===== config.mk =====
export PLATFORM = sky130hd
export DESIGN_NAME = bf_uart_tx_buffer
export DESIGN_NICKNAME = d
export VERILOG_FILES = /design/src/rtl/bf_io_pkg.sv /design/src/rtl/bf_char_fifo.sv /design/src/rtl/bf_uart_tx_buffer.sv
export SDC_FILE = /design/constraint.sdc
export NUM_CORES = 1
export LEC_CHECK = 0
export CAP_MARGIN = 20
export CORE_MARGIN = 4
export CORE_UTILIZATION = 45
export CTS_CLUSTER_DIAMETER = 40
export CTS_CLUSTER_SIZE = 10
export DETAILED_ROUTE_END_ITERATION = 10
export GPL_ROUTABILITY_DRIVEN = 0
export RECOVER_POWER = 100
export SETUP_SLACK_MARGIN = 0.2
export SYNTH_ARGS = -nofsm -noshare
export SYNTH_HDL_FRONTEND = slang
export SYNTH_SLANG_ARGS = --single-unit

===== constraint.sdc =====
create_clock -name clk -period 3.7 [get_ports clk]
set_clock_uncertainty 0.05 [all_clocks]
set_input_delay 0.74 -clock clk [delete_from_list [all_inputs] [get_ports clk]]
set_output_delay 0.74 -clock clk [all_outputs]
set_load 0.05 [all_outputs]

===== src/rtl/bf_io_pkg.sv =====
// rtl/bf_io_pkg.sv - shared constants and types for the brainfuck core character I/O blocks
package bf_io_pkg;

    localparam int CHAR_WIDTH          = 8;
    localparam int FRAME_BITS          = 10;
    localparam int DEFAULT_CLK_PER_BIT = 868;

    typedef enum logic [1:0] {
        ST_IDLE  = 2'd0,
        ST_START = 2'd1,
        ST_DATA  = 2'd2,
        ST_STOP  = 2'd3
    } uart_state_t;

endpackage


===== src/rtl/bf_char_fifo.sv =====
// rtl/bf_char_fifo.sv - circular character FIFO with explicit occupancy counter
module bf_char_fifo
    import bf_io_pkg::*;
#(
    parameter int FIFO_ADDR_WIDTH = 4
) (
    input  logic                       clk,
    input  logic                       rst_n,
    input  logic                       i_push,
    input  logic [CHAR_WIDTH-1:0]      i_data,
    input  logic                       i_pop,
    output logic [CHAR_WIDTH-1:0]      o_head,
    output logic                       o_full,
    output logic                       o_empty,
    output logic [FIFO_ADDR_WIDTH:0]   o_count
);

    localparam int                     DEPTH     = 1 << FIFO_ADDR_WIDTH;
    localparam logic [FIFO_ADDR_WIDTH:0] DEPTH_CNT = (FIFO_ADDR_WIDTH + 1)'(DEPTH);

    logic [CHAR_WIDTH-1:0]      r_mem [DEPTH];
    logic [FIFO_ADDR_WIDTH-1:0] r_wr_ptr;
    logic [FIFO_ADDR_WIDTH-1:0] r_rd_ptr;
    logic [FIFO_ADDR_WIDTH:0]   r_count;
    logic                       w_pop_ok;
    logic                       w_push_ok;

    // A pop frees the head slot on the same edge, so a push into a full FIFO is still taken then.
    assign w_pop_ok  = i_pop & ~o_empty;
    assign w_push_ok = i_push & (~o_full | w_pop_ok);

    assign o_head  = r_mem[r_rd_ptr];
    assign o_full  = (r_count == DEPTH_CNT);
    assign o_empty = (r_count == '0);
    assign o_count = r_count;

    // Storage array; contents need no reset because the counter gates every read.
    always_ff @(posedge clk) begin
        if (w_push_ok) begin
            r_mem[r_wr_ptr] <= i_data;
        end
    end

    // Pointers wrap naturally at the array depth; the count tracks occupancy independently.
    always_ff @(posedge clk or negedge rst_n) begin
        if (!rst_n) begin
            r_wr_ptr <= '0;
            r_rd_ptr <= '0;
            r_count  <= '0;
        end else begin
            if (w_push_ok) begin
                r_wr_ptr <= r_wr_ptr + 1'b1;
            end
            if (w_pop_ok) begin
                r_rd_ptr <= r_rd_ptr + 1'b1;
            end
            case ({w_push_ok, w_pop_ok})
                2'b10:   r_count <= r_count + 1'b1;
                2'b01:   r_count <= r_count - 1'b1;
                default: r_count <= r_count;
            endcase
        end
    end

endmodule


===== src/rtl/bf_uart_tx_buffer.sv =====
// rtl/bf_uart_tx_buffer.sv - buffered 8N1 UART transmitter fed by the core's output strobe
module bf_uart_tx_buffer
    import bf_io_pkg::*;
#(
    parameter int CLK_PER_BIT     = DEFAULT_CLK_PER_BIT,
    parameter int FIFO_ADDR_WIDTH = 4
) (
    input  logic                     clk,
    input  logic                     reset,
    input  logic                     sendingChar,
    input  logic [CHAR_WIDTH-1:0]    sendedChar,
    input  logic                     clear_overflow,
    output logic                     tx,
    output logic                     busy,
    output logic [FIFO_ADDR_WIDTH:0] fifo_count,
    output logic                     overflow
);

    localparam logic [15:0] BAUD_LAST = 16'(CLK_PER_BIT - 1);

    uart_state_t           r_state;
    uart_state_t           w_next_state;
    logic [15:0]           r_baud;
    logic [15:0]           w_baud_next;
    logic [2:0]            r_bit_idx;
    logic [2:0]            w_bit_idx_next;
    logic [CHAR_WIDTH-1:0] r_shift;
    logic [CHAR_WIDTH-1:0] w_shift_next;
    logic                  r_tx;
    logic                  w_tx_next;
    logic                  r_overflow;
    logic                  w_pop;
    logic                  w_drop;
    logic                  w_baud_last;
    logic [CHAR_WIDTH-1:0] w_head;
    logic                  w_full;
    logic                  w_empty;
    logic [FIFO_ADDR_WIDTH:0] w_count;

    bf_char_fifo #(
        .FIFO_ADDR_WIDTH (FIFO_ADDR_WIDTH)
    ) u_fifo (
        .clk     (clk),
        .rst_n   (reset),
        .i_push  (sendingChar),
        .i_data  (sendedChar),
        .i_pop   (w_pop),
        .o_head  (w_head),
        .o_full  (w_full),
        .o_empty (w_empty),
        .o_count (w_count)
    );

    assign w_baud_last = (r_baud == BAUD_LAST);
    assign w_drop      = sendingChar & w_full & ~w_pop;

    // Frame sequencer: pops the next byte at IDLE or at the end of STOP, so frames run back to back.
    always_comb begin
        w_next_state   = r_state;
        w_baud_next    = r_baud;
        w_bit_idx_next = r_bit_idx;
        w_shift_next   = r_shift;
        w_pop          = 1'b0;
        case (r_state)
            ST_IDLE: begin
                if (!w_empty) begin
                    w_pop        = 1'b1;
                    w_shift_next = w_head;
                    w_baud_next  = '0;
                    w_next_state = ST_START;
                end
            end
            ST_START: begin
                if (w_baud_last) begin
                    w_baud_next    = '0;
                    w_bit_idx_next = '0;
                    w_next_state   = ST_DATA;
                end else begin
                    w_baud_next = r_baud + 16'd1;
                end
            end
            ST_DATA: begin
                if (w_baud_last) begin
                    w_baud_next    = '0;
                    w_shift_next   = {1'b0, r_shift[CHAR_WIDTH-1:1]};
                    w_bit_idx_next = r_bit_idx + 3'd1;
                    if (r_bit_idx == 3'd7) begin
                        w_next_state = ST_STOP;
                    end
                end else begin
                    w_baud_next = r_baud + 16'd1;
                end
            end
            ST_STOP: begin
                if (w_baud_last) begin
                    w_baud_next = '0;
                    if (!w_empty) begin
                        w_pop        = 1'b1;
                        w_shift_next = w_head;
                        w_next_state = ST_START;
                    end else begin
                        w_next_state = ST_IDLE;
                    end
                end else begin
                    w_baud_next = r_baud + 16'd1;
                end
            end
            default: begin
                w_next_state = ST_IDLE;
                w_baud_next  = '0;
            end
        endcase

        // The line level is derived from the state being entered so tx comes straight from a flop.
        case (w_next_state)
            ST_START: w_tx_next = 1'b0;
            ST_DATA:  w_tx_next = w_shift_next[0];
            default:  w_tx_next = 1'b1;
        endcase
    end

    // Sequencer registers; reset aborts any frame in flight and returns the line high.
    always_ff @(posedge clk or negedge reset) begin
        if (!reset) begin
            r_state   <= ST_IDLE;
            r_baud    <= '0;
            r_bit_idx <= '0;
            r_shift   <= '0;
            r_tx      <= 1'b1;
        end else begin
            r_state   <= w_next_state;
            r_baud    <= w_baud_next;
            r_bit_idx <= w_bit_idx_next;
            r_shift   <= w_shift_next;
            r_tx      <= w_tx_next;
        end
    end

    // Sticky drop flag; a drop on the clearing edge keeps it set.
    always_ff @(posedge clk or negedge reset) begin
        if (!reset) begin
            r_overflow <= 1'b0;
        end else if (w_drop) begin
            r_overflow <= 1'b1;
        end else if (clear_overflow) begin
            r_overflow <= 1'b0;
        end
    end

    assign tx         = r_tx;
    assign busy       = (r_state != ST_IDLE) | (w_count != '0);
    assign fifo_count = w_count;
    assign overflow   = r_overflow;

endmodule


==> results.sh <==
export IMPL_setup_ws_ns=0.213
export IMPL_drtAntennaViolNets=0
export IMPL_cp_buffers_inverters=2
export IMPL_cts_inserted_buffers=17
export IMPL_place_ws_ns=0.365
export IMPL_fp_dieW_um=138
export IMPL_leakagePower_uw=0.00304
export IMPL_place_area_um2=8090
export IMPL_grt_ovfl_total=0
export IMPL_post_drt_via_cell_ratio=5.70
export IMPL_synth_ff_type="edfxtp_1"
export IMPL_yosys_cell_types_count=57
export IMPL_core_region_area_um2=16500
export IMPL_antennaDiodeCount=0
export IMPL_vias=4278
export IMPL_worstSetupStartpointType="register"
export IMPL_cpLargestDelayFamily="simple AND/OR/NAND/NOR gates"
export IMPL_violations="max-capacitance violations, max-slew violations"
export IMPL_synthesis_nets=500
export IMPL_portBuffers=19
export IMPL_min_period_ns=3.49
export IMPL_start_util=0.457
export IMPL_drt_iter0_drc=290
export IMPL_io_pins=20
export IMPL_timing_fmax_ghz=0.287
export IMPL_criticalPathCategory="reg -> reg"
export IMPL_dr_pass1_iters=7
export IMPL_final_max_slew_viol_count=40
export IMPL_finalHoldViolCount=0
export IMPL_path_clk_slew_ns=0.07
export IMPL_synth_top_cell_by_area="edfxtp_1"
export IMPL_synth_most_common_cell="edfxtp_1"
export IMPL_num_rows=47
export IMPL_synthArstFlopShare=0.256
export IMPL_setup_violations=0
export IMPL_cts_sinks=172
export IMPL_crit_path_max_incr_delay_ns=0.69
export IMPL_path_cells="or4b_1, or4_4, clkbuf_1, a2bb2oi_1, o21ai_4, nand2_1, nor4_1, clkbuf_2"
export IMPL_grt_usage=0.177
export IMPL_wl_per_cell_um=20.7
export IMPL_root_buffer="clkbuf_16"
export IMPL_design_area_um2=8600
export IMPL_ys_top_cells_by_area="edfxtp_1 (51%), dfrtp_1 (14%), mux4_2 (11%)"
export IMPL_vdd_ir_drop_worst_v=0.000362
export IMPL_clk_latency_ns=0.42
export IMPL_synth_area_per_cell_um2=16.0
export IMPL_total_power_uw=6320
export IMPL_hp_class="in -> async"
export IMPL_ctsHoldBuffers=0
export IMPL_synth_seq_cells=172
export IMPL_routed_wl_mm=15.5
export IMPL_clk_path_buf_depth=2
export IMPL_grt_pass1_wl_mm=24.5
export IMPL_cts_tree="done"
export IMPL_synth_area_um2=7550
export IMPL_synth_common_cells="edfxtp_1 (128), dfrtp_1 (43), mux4_2 (38)"
export IMPL_synth_cells=473
export IMPL_post_route_period_util=0.942
export IMPL_ys_seq_area_frac=0.655
export IMPL_worst_path_max_fanout=8
export IMPL_cts_htree_levels=4
export IMPL_tightest_slew_ns=2.18
export IMPL_area_growth_pct=13.9
export IMPL_fin_util=0.521
export IMPL_synth_edf_count=128
export IMPL_setup_tns_ns=0
export IMPL_critPathArrivalTime_ns=3.54
export IMPL_dieArea_um2=18900
export IMPL_status="finished with violations"
export IMPL_synth_warning_count=0
export IMPL_crit_slowest_cell="or4b_1"
export IMPL_synth_top_area_share=0.509
export IMPL_fillers=1336
export IMPL_die_h_um=138
export IMPL_max_slew_margin_rel=-0.456
export IMPL_grt_pass1_vias=4344
export IMPL_antenna_found_initial=0
export IMPL_final_nets=544
export IMPL_crit_required_ns=3.75
export IMPL_rsz0062_at_grt="no"
export IMPL_powerDensity_nw_per_um2=735
export IMPL_drc=0
export IMPL_cp_end_kind="register"
export IMPL_layout_drive_gt1_share=0.198
export IMPL_grt_max_degree=45
export IMPL_maxCapViolations=1
export IMPL_hpwl_mm=10.3
## registers in the layout, indices dropped and copies added (netlist names)
name and flops:
r_bit_idx 3, overflow 1, r_state 2, tx 1, r_shift 8, u_fifo.r_mem 128
u_fifo.r_rd_ptr 4, u_fifo.r_wr_ptr 4, r_baud 16, u_fifo.o_count 5
## report_power, final
part           switching (uW)  leakage, uW  internal (uW)
sequential                318      0.00173           2360
clock                     767     0.000274            947
combinational            1020      0.00103            906
## worst paths after layout
check / start / end / slack, ns / cells past startpoint
worst max register to register: r_baud[3] / u_fifo.r_mem[2][7] / 0.21 / 8
worst max-delay path: r_baud[3] / u_fifo.r_mem[2][7] / 0.21 / 8
worst min-delay path: reset / r_baud[5] / 0.12 / 1
worst min register to register: r_bit_idx[1] / r_bit_idx[1] / 0.42 / 2
min in group clk: r_bit_idx[1] / r_bit_idx[1] / 0.42 / 2
max in group asynchronous: reset / u_fifo.r_rd_ptr[0] / 0.97 / 2
## kinds of logic (layout without fill, tap and decap cells)
logic type | Yosys count | count (layout) | synth area share
xor gates and xnor gates | 12 | 12 | 0.0139
muxes | 49 | 49 | 0.129
buffers and inverters | 39 | 95 | 0.0222
AOI/OAI and AO/OA | 80 | 80 | 0.0797
and+or+nand+nor | 106 | 107 | 0.0757
DFF | 172 | 172 | 0.655
adders and majority gates | 15 | 15 | 0.0248
## worst reg2reg max path, stage by stage, from the launching register on
cell and delay, ns:
dfrtp_1 0.44, or4b_1 0.70, or4_4 0.60, clkbuf_1 0.15
a2bb2oi_1 0.19, o21ai_4 0.27, nand2_1 0.22, nor4_1 0.22
clkbuf_2 0.33
## final cells by class
type,count,area [um2],share of cell area
Timing Repair Buffer,46,348,0.0404
Clock inverter,13,133,0.0154
Tap cell,220,275,0.0320
Multi-Input combinational cell,263,2400,0.279
Clock buffer,19,433,0.0503
Inverter,17,63.8,0.00742
Sequential cell,172,4950,0.575
## repair_timing
item	in CTS	in global routing
buffers inserted	0	4
gates resized for setup	0	1
setup endpoints to repair	0	2
## layout by cell type (no fill, tap or decap), types with 3 or more instances in the layout
cell type | synthesis | routed
nand3_1 | 19 | 19
nor3_1 | 7 | 7
mux4_2 | 38 | 38
nand2_1 | 27 | 29
nor2b_1 | 3 | 3
and2_1 | 4 | 3
clkbuf_16 | 0 | 17
edfxtp_1 | 128 | 128
o31ai_1 | 8 | 8
and3_1 | 7 | 7
dlygate4sd3_1 | 0 | 15
inv_6 | 0 | 4
ha_1 | 15 | 15
mux2i_1 | 8 | 8
a22o_1 | 15 | 15
xnor2_1 | 6 | 6
xor2_1 | 6 | 6
clkbuf_1 | 14 | 6
inv_1 | 17 | 17
inv_8 | 0 | 3
clkbuf_2 | 0 | 15
a21oi_1 | 11 | 11
or3_1 | 3 | 3
o21ai_0 | 20 | 21
buf_4 | 0 | 8
dfrtp_1 | 43 | 42
nor4_1 | 7 | 7
nor2_1 | 15 | 16
## routing by layer
layer	part of all wire	global-route usage
met2	0.51	0.303
met4	0.0088	0.0421
met1	0.43	0.228
met3	0.048	0.0431
met5	0	0
## per-stage QoR
step	cells	hold slack (ns)
4_1_cts	744	0.423
6_report	750	0.117
3_5_place_dp	712	0.407
2_1_floorplan	473	0.389
5_1_grt	750	0.132
3_3_place_gp	712	0.406
No activity file was read; power rests on OpenSTA's default activity.
